`config.mk`:
```
export PLATFORM = sky130hd
export DESIGN_NAME = fifo_write_arbiter
export DESIGN_NICKNAME = d
export VERILOG_FILES = /design/src/rtl/fifo_write_arbiter.sv
export SDC_FILE = /design/constraint.sdc
export NUM_CORES = 1
export LEC_CHECK = 0
export BUFFER_PORTS_ARGS = -buffer_cell sky130_fd_sc_hd__buf_4
export CORE_ASPECT_RATIO = 1.4
export CORE_UTILIZATION = 43
export CTS_BUF_LIST = sky130_fd_sc_hd__clkbuf_8 sky130_fd_sc_hd__clkbuf_16
export CTS_CLUSTER_SIZE = 40
export DETAILED_ROUTE_END_ITERATION = 10
export GPL_TIMING_DRIVEN = 1
export PLACE_DENSITY_LB_ADDON = 0.25
export SETUP_SLACK_MARGIN = 0.02
export SLEW_MARGIN = 20
export SYNTH_ARGS = -nofsm -noshare
export SYNTH_HDL_FRONTEND = slang
export SYNTH_SLANG_ARGS = --single-unit
```
`constraint.sdc`:
```
create_clock -name w_clk -period 2.3 [get_ports w_clk]
set_input_delay 0.23 -clock w_clk [delete_from_list [all_inputs] [get_ports w_clk]]
set_output_delay 0.23 -clock w_clk [all_outputs]
set_load 0.05 [all_outputs]
```
`src/rtl/fifo_write_arbiter.sv`:
```
// Round-robin, burst-bounded arbiter for the async FIFO write port.
// Define FIFO_ARB_STALL_CNT_EN to build the full-stall counter.
module fifo_write_arbiter #(
  parameter int NUM_REQ   = 4,
  parameter int WIDTH     = 8,
  parameter int MAX_BURST = 4,
  parameter int CNT_W     = 16
) (
  input  logic                     w_clk,
  input  logic                     w_rst,
  input  logic [NUM_REQ-1:0]       req,
  input  logic [NUM_REQ*WIDTH-1:0] req_data,
  input  logic                     full,
  output logic [NUM_REQ-1:0]       gnt,
  output logic                     w_en,
  output logic [WIDTH-1:0]         data_in,
  output logic                     burst_active,
  output logic [$clog2(NUM_REQ)-1:0] owner_id,
  output logic [CNT_W-1:0]         stall_cnt
);

  localparam int IDX_W = $clog2(NUM_REQ);
  localparam int BC_W  = $clog2(MAX_BURST + 1);

  typedef enum logic {
    IDLE,
    BURST
  } state_t;

  state_t            state;
  logic [IDX_W-1:0]  rr_ptr;
  logic [BC_W-1:0]   burst_cnt;
  logic [IDX_W-1:0]  winner;
  logic [IDX_W-1:0]  hi_idx;
  logic [IDX_W-1:0]  lo_idx;
  logic              hi_found;
  logic              found;
  logic              burst_done;

  function automatic logic [IDX_W-1:0] nxt(
    input logic [IDX_W-1:0] p
  );
    return (p == IDX_W'(NUM_REQ - 1)) ? '0 : p + 1'b1;
  endfunction

  // lowest set req at or above rr_ptr, else lowest set req overall
  always_comb begin
    hi_found = 1'b0;
    found    = 1'b0;
    hi_idx   = '0;
    lo_idx   = '0;
    for (int i = NUM_REQ - 1; i >= 0; i--) begin
      if (req[i]) begin
        found  = 1'b1;
        lo_idx = IDX_W'(i);
        if (i >= int'(rr_ptr)) begin
          hi_found = 1'b1;
          hi_idx   = IDX_W'(i);
        end
      end
    end
    winner = hi_found ? hi_idx : lo_idx;
  end

  assign burst_done = (burst_cnt == BC_W'(MAX_BURST));

  always_comb begin
    gnt = '0;
    if (!w_rst && !full) begin
      case (state)
        IDLE: begin
          if (found)
            gnt = NUM_REQ'(1) << winner;
        end
        BURST: begin
          if (req[owner_id] && !burst_done)
            gnt = NUM_REQ'(1) << owner_id;
        end
        default: gnt = '0;
      endcase
    end
  end

  always_comb begin
    data_in = '0;
    for (int i = 0; i < NUM_REQ; i++) begin
      if (gnt[i])
        data_in = req_data[i*WIDTH +: WIDTH];
    end
  end

  assign w_en         = |gnt;
  assign burst_active = (state == BURST);

  // an exhausted burst hands the port back with a one-cycle bubble
  always_ff @(posedge w_clk or posedge w_rst) begin
    if (w_rst) begin
      state     <= IDLE;
      rr_ptr    <= '0;
      owner_id  <= '0;
      burst_cnt <= '0;
    end else begin
      case (state)
        IDLE: begin
          if (!full && found) begin
            owner_id <= winner;
            if (MAX_BURST == 1) begin
              rr_ptr <= nxt(winner);
            end else begin
              burst_cnt <= BC_W'(1);
              state     <= BURST;
            end
          end
        end
        BURST: begin
          if (!req[owner_id] || burst_done) begin
            state  <= IDLE;
            rr_ptr <= nxt(owner_id);
          end else if (!full) begin
            burst_cnt <= burst_cnt + 1'b1;
          end
        end
        default: state <= IDLE;
      endcase
    end
  end

`ifdef FIFO_ARB_STALL_CNT_EN
  always_ff @(posedge w_clk or posedge w_rst) begin
    if (w_rst)
      stall_cnt <= '0;
    else if (full && |req && stall_cnt != '1)
      stall_cnt <= stall_cnt + 1'b1;
  end
`else
  assign stall_cnt = '0;
`endif

endmodule

```
# Word level (Yosys, flattened, before mapping)
# Cells that the tools add are included.
[word_totals]
in_bits = 39
mem_count = 0
out_inout_bits = 32
mem_bits_ro = 0
wordCells = 69
ram_bits = 0
latchBits = 0
register_bits = 8
[op_classes]
magnitude_cmp = 4
muxes = 39
n_mul = 0
shifts = 2
n_addsub = 2
reduce_logical = 12
n_eq_ne = 5
div = 0
n_bitwise = 1
[op_table]
columns = ["op", "n"]
rows = [
  ["$mux W8", 4],
  ["$mux W2", 12],
  ["$mux W1", 13],
  ["$mux W4", 3],
  ["$mux W3", 3],
  ["$pmux W4 S2", 1],
  ["$shl A1 B2 Y4 const A", 2],
  ["$ne A2 B2 Y1 const B", 3],
  ["$pmux W3 S2", 1],
  ["$ge A1 B2 Y1 const A", 2],
  ["$logic_not A1 Y1", 4],
  ["$reduce_and A2 Y1", 2],
  ["$reduce_or A4 Y1", 1],
  ["$add A3 B1 Y3 const B", 1],
  ["$eq A3 B3 Y1 const B", 1],
  ["$logic_and A1 B1 Y1", 3],
  ["$lt A2 B3 Y1 const B", 1],
  ["$reduce_and A3 Y1", 1],
  ["$add A2 B1 Y2 const B", 1],
  ["$bmux W1 S2", 1],
  ["$eq A2 B2 Y1 const B", 1],
  ["$ge A2 B2 Y1 const A", 1],
  ["$pmux W1 S2", 1],
  ["$logic_or A1 B1 Y1", 1],
  ["$not A1 Y1", 1],
]

# Longest topological paths before layout
[logic_depth]
word_depth = 16
depth_mapped = 9
ltp_nobuf = 8

# Worst setup path after synthesis
# No wires, ideal clock.
[synth_path]
path_kind = "reg-to-output"
from = "register owner_id[1]"
to = "output w_en"
path_slack_ps = -550
n_path_buf = 1
t_required_ps = 2070
arrival_ps = 2620
path_stages_with_launch = 7
path_cell_list = "dfrtp_1 > a21boi_1 > a22oi_4 > o21a_1 > buf_2 > nor2_1 > nand3b_1"
[synth_via]
elab_chain_cells = 7
word_cells_on_any_way = 8
classes_between = "shift: 1; mux: 5; reduce/logical: 2"
[synth_rtl]
columns = ["item", "line_no", "text"]
rows = [
  ["start: declaration", "18", "output logic [$clog2(NUM_REQ)-1:0] owner_id,"],
  ["start signal: assignment", "106", "owner_id <= winner;"],
  ["$bmux W1 S2", "76", "if (req[owner_id] && !burst_done)"],
  ["$mux W1 (implied by the code)", "76", ""],
  ["$logic_and A1 B1 Y1", "76", ""],
  ["$mux W4 *", "76", ""],
  ["$pmux W4 S2 *", "70", "case (state)"],
  ["$mux W4 *", "69", "if (!w_rst && !full) begin"],
  ["net gnt[1]", "14", "output logic [NUM_REQ-1:0] gnt,"],
  ["$reduce_or A4 Y1 *", "92", "assign w_en = |gnt;"],
  ["end: declaration", "15", "output logic w_en,"],
]
# Mark *: on every way through the listed nets, which the timed path passes. The rest lies on a longest branch. The select of a mux whose other input is x is not followed.

# Worst setup path after layout
[layout_path]
from = "register rr_ptr[0]"
to = "output data_in[0]"
[layout_via]
elab_chain_cells = 16
word_cells_on_any_way = 24
classes_between = "order compare: 3; shift: 1; mux: 20"
[layout_rtl]
columns = ["item", "line_no", "text"]
rows = [
  ["start: declaration", "31", "logic [IDX_W-1:0] rr_ptr;"],
  ["start signal: assignment", "108", "rr_ptr <= nxt(winner);"],
  ["start signal: assignment", "118", "rr_ptr <= nxt(owner_id);"],
  ["$ge A2 B2 Y1", "56", "if (i >= int'(rr_ptr)) begin"],
  ["$mux W2 or $mux W1 (tied branches)", "56", ""],
  ["$mux W2 or $mux W1 (tied branches)", "53", "if (req[i]) begin"],
  ["$mux W2 or $mux W1 (tied branches)", "56", ""],
  ["$mux W2 or $mux W1 (tied branches)", "53", ""],
  ["$mux W2 or $mux W1 (tied branches)", "56", ""],
  ["$mux W2 or $mux W1 (tied branches)", "53", ""],
  ["$mux W2 *", "62", "winner = hi_found ? hi_idx : lo_idx;"],
  ["$shl A1 B2 Y4 *", "73", "gnt = NUM_REQ'(1) << winner;"],
  ["$mux W4 *", "72", "if (found)"],
  ["$pmux W4 S2 *", "70", ""],
  ["$mux W4 *", "69", ""],
  ["$mux W8 (3 in a row)", "87", "if (gnt[i])"],
  ["$mux W8 *", "87", ""],
  ["end: declaration", "16", "output logic [WIDTH-1:0] data_in,"],
]
# Every way passes the cells marked *; elsewhere a longest branch is shown, timed or not.

==> results by stage <==
Timing:
- The final-layout worst hold slack is 0.271 ns.
- The number of hold violations in the final report is 0.
- Setup repair after global routing could not meet its margin everywhere.
- Clock skew on the completed layout was measured at 0.00289 ns.
- The timing-limited maximum frequency is 407 MHz.
- Once routing completed, OpenROAD measured the worst setup slack at -0.158 ns.
- The number of endpoints failing setup at the final stage is 8.
- Subtracting the final worst setup slack from the clock period gives 2.46 ns.
- The final setup TNS is -1.15 ns.
- The number of slew-limit violations in the final report was 0.
- In the finished design, the share of the clock period the worst path needs comes to 107%.

Synth:
- The top cell type by area accounts for 17.5% of the synthesized area.
- The synthesized area is 0.00114 mm².
- Synthesis produced 148 cells.
- The main flop type after synthesis is dfrtp_1.
- The share of the yosys chip area belonging to registers is 17.5%.
- The number of flip-flops and latches in the synthesized netlist is 8.
- Of all flip-flops after synthesis, the portion carrying an async set or reset was 100%.
- Ranked by total cell area, the synthesized netlist is headed by dfrtp_1 (18%), buf_4 (11%), o221a_2 (6.9%).
- The count of warnings emitted by yosys is 0.
- Yosys mapped a number of flops with a built-in enable equal to 0.
- The cell with the most instances after synthesis is nand2_1.
- The synthesized netlist contains 43 unique library cells.
- A synthesized cell averages 7.73 µm².
- Counting instances in the post-synthesis netlist gives the leading cell types as nand2_1 (18), buf_4 (16), inv_1 (11), nor2_1 (11), a211oi_1 (9).
- The cell type with the highest aggregate area in the netlist is dfrtp_1.

Finish:
- The final cell utilization of the core is 77.2%.
- The final net count is 266.
- The area overhead of the layout relative to synthesis is 64.9%.
- With fillers left out, the area of the finished cells amounts to 0.00189 mm².
- The count of cells in the finished layout, fillers not included, comes to 253.
- The number of inserted diodes is 0.
- Cells with a size suffix above 1 make up 54.8% of the layout.
- The layout has 186 filler cells.

Floorplan:
- The number of rows in the core area is 21.
- Once the floorplan was initialized, standard cells occupied 46.8% of the core.
- The die is 63.0 µm tall.
- The die area is 0.00287 mm².
- The floorplan step defined a core boundary enclosing 0.00244 mm².
- The floorplan die width is 45.6 µm.
- The number of top-level design ports is 71.

Detailed routing:
- After detailed routing, the average wire length per cell comes to 14.3 µm.
- The remaining antenna violation count after routing is 0.
- The first-pass detailed-route iteration total is 4.
- The total vias in the final route is 1382.
- The initial detailed-routing violation count is 29.
- Using the TritonRoute via totals, the vias-per-cell ratio works out to 5.46.
- The routed design has 3610 µm of wire.
- Wire segments on met3 add up to 246 µm in the final route.
- The remaining design rule violation count is 0.
- The highest routing layer actually used is met4.
- The routed design uses 1990 µm of met2 wire.
- The post-route met1 wirelength is 1270 µm.

Status:
- The flow ran to the end, but the final reports show violations.
- The final reports fail on negative setup slack.

Power:
- VDD sags by at most 1010 µV.
- Power comes to 2.12 mW.
- The total leakage power is 0.916 nW.
- Power spread over the standard cell area amounts to 1120 mW/mm².

Critical path:
- For the worst setup path, the data arrival time is 2.23 ns.
- Along the worst path, the maximum fanout reaches 7.
- The worst register-to-register path ends at rr_ptr[1]$_DFFE_PP0P_.
- In this design, the stage delay of the slowest critical-path cell is 0.42 ns.
- The critical path is of the flip-flop to output port type.
- The end point of the critical path is data_in[0].
- The internal reg-to-reg setup slack is 0.58 ns.
- The startpoint kind of the worst setup timing path is a flip-flop.
- The critical-path cell with the highest stage delay is dfrtp_1.
- The endpoint required time on the critical path is 2.07 ns.
- The signal on the critical path passes through inv_1 -> a21oi_2 -> o22a_1 -> or3b_1 -> o31a_1 -> buf_4 -> o221a_2 -> buf_6.
- Tracing the worst setup path back leads to its startpoint at rr_ptr[0]$_DFFE_PP0P_.
- In this run the critical register-to-register path is launched from owner_id[0]$_DFFE_PP0P_.
- The kind of end point of the critical path is an output port.
- For the worst flop-to-flop path, the logic depth is 4.

Placement:
- The congestion estimate from routability-driven global placement came to 0.996.
- At the placement stage, the worst setup path has a slack of -0.00836 ns.
- The placed instances occupy a cell area of 0.00163 mm².
- The placed wire-length estimate is 2720 µm.
- The number of placed instances, taps included, is 243.
- The number of port buffers is 54.

CTS:
- TritonCTS built the clock tree.
- The library cell used as clock root buffer is clkbuf_8.
- Clock-pin slew was measured on the worst setup and hold paths at 0.04 ns.
- The longest clock path from root to sink contains 2 buffers.
- The number of clock sinks seen by CTS is 8.
- The maximum level of the CTS H-tree is 1.
- The CTS buffer count is 3.
- The source-to-sink clock delay at the later pin of the worst-skew pair is 0.23 ns.

Global route:
- The leftover overflow at the end of global routing is 0.
- The first global-routing pass estimated 5580 µm of wire.
- The number of antenna violations at the first check in global routing is 0.
- For this run, the total global-route usage over all layers was measured as 26.2%.
- The number of global-route vias before repair came to 1299.
- Entering global routing, the biggest net connects 13 pins.

Worst hold path:
- The tightest min-delay check is of the input pin to flip-flop type.

Run:
- Max-cap violations in this run came to 0.
==> where the power goes <==
part           leakage [nW]  switching, mW  internal, mW  total [mW]
combinational         0.799          0.956         0.700        1.66
clock                0.0216         0.0577         0.114       0.171
sequential           0.0950         0.0869         0.205       0.292
==> area by class of cell <==
| cell class | instances | area [µm²] | share of cell area (%) |
|---|---|---|---|
| multi-input combinational | 124 | 958 | 50.8 |
| inverter | 11 | 43.8 | 2.32 |
| tap | 34 | 42.5 | 2.26 |
| timing repair buffer | 73 | 596 | 31.6 |
| clock buffer | 3 | 41.3 | 2.19 |
| sequential | 8 | 204 | 10.8 |
==> cells in the final DEF, fill, tap and decap left out, drive strengths merged, types with 2 or more instances in the layout <==
master	synthesis	routed
nor2	11	11
nand2	18	18
or2	2	2
a211oi	10	10
o22ai	8	8
o221a	8	8
o22a	2	2
inv	11	11
nand2b	3	3
conb	1	16
dfrtp	8	8
a21oi	7	7
ha	6	6
a21boi	2	3
nor3	2	2
a21o	2	2
mux2	3	3
buf	20	72
clkbuf	1	3
o21ai	9	9
==> per-layer routing <==
metal	global-route usage, %	up-vias
li1	-	656
met1	25.2	645
met2	49.5	68
met3	3.76	13
met4	12.9	0
met5	0	-
==> cell families (layout without fill, tap and decap cells) <==
| group | Yosys count | in the layout | synth area share [%] |
|---|---|---|---|
| buf+inv | 32 | 87 | 16.6 |
| flops | 8 | 8 | 17.5 |
| simple gates | 42 | 42 | 17.9 |
| compound gates | 55 | 56 | 37.2 |
| fa+ha+maj | 6 | 6 | 6.56 |
| mux | 4 | 4 | 3.83 |
| other cells | 1 | 16 | 0.328 |
==> flip-flops by register name (all words and copies together), names as in the netlist <==
name / cells
owner_id: 2
burst_cnt: 3
burst_active: 1
rr_ptr: 2
==> how the worst min path moves through the flow <==
stage | from | endpoint | slack, ns | cells past startpoint
finish | full | burst_active$_DFF_PP0_ | 0.27 | 2
floorplan | w_rst | burst_active$_DFF_PP0_ | 0.05 | 1
CTS | full | burst_active$_DFF_PP0_ | 0.27 | 2
global placement | w_rst | burst_cnt[2]$_DFFE_PP0P_ | 0.21 | 2
detailed placement | w_rst | burst_cnt[2]$_DFFE_PP0P_ | 0.21 | 2
global route | full | burst_active$_DFF_PP0_ | 0.29 | 2
==> worst max-delay path, delay by kind of cell (launching register included) <==
kind | cells | cell delay [ns]
AO/OA/AOI/OAI | 4 | 0.76
flip-flops | 1 | 0.42
buffers and inverters | 3 | 0.41
AND/OR/NAND/NOR | 1 | 0.40
==> what timing repair did <==
item | CTS | global route
gates resized for setup | 28 | 12
endpoints found under the setup margin | 8 | 10
pin swaps | 6 | 7
hold buffers | 1 | 0
setup buffers | 4 | 2
gates cloned | 1 | 0
endpoints found under the hold margin | 8 | 0
(Power assumes the default switching activity.)
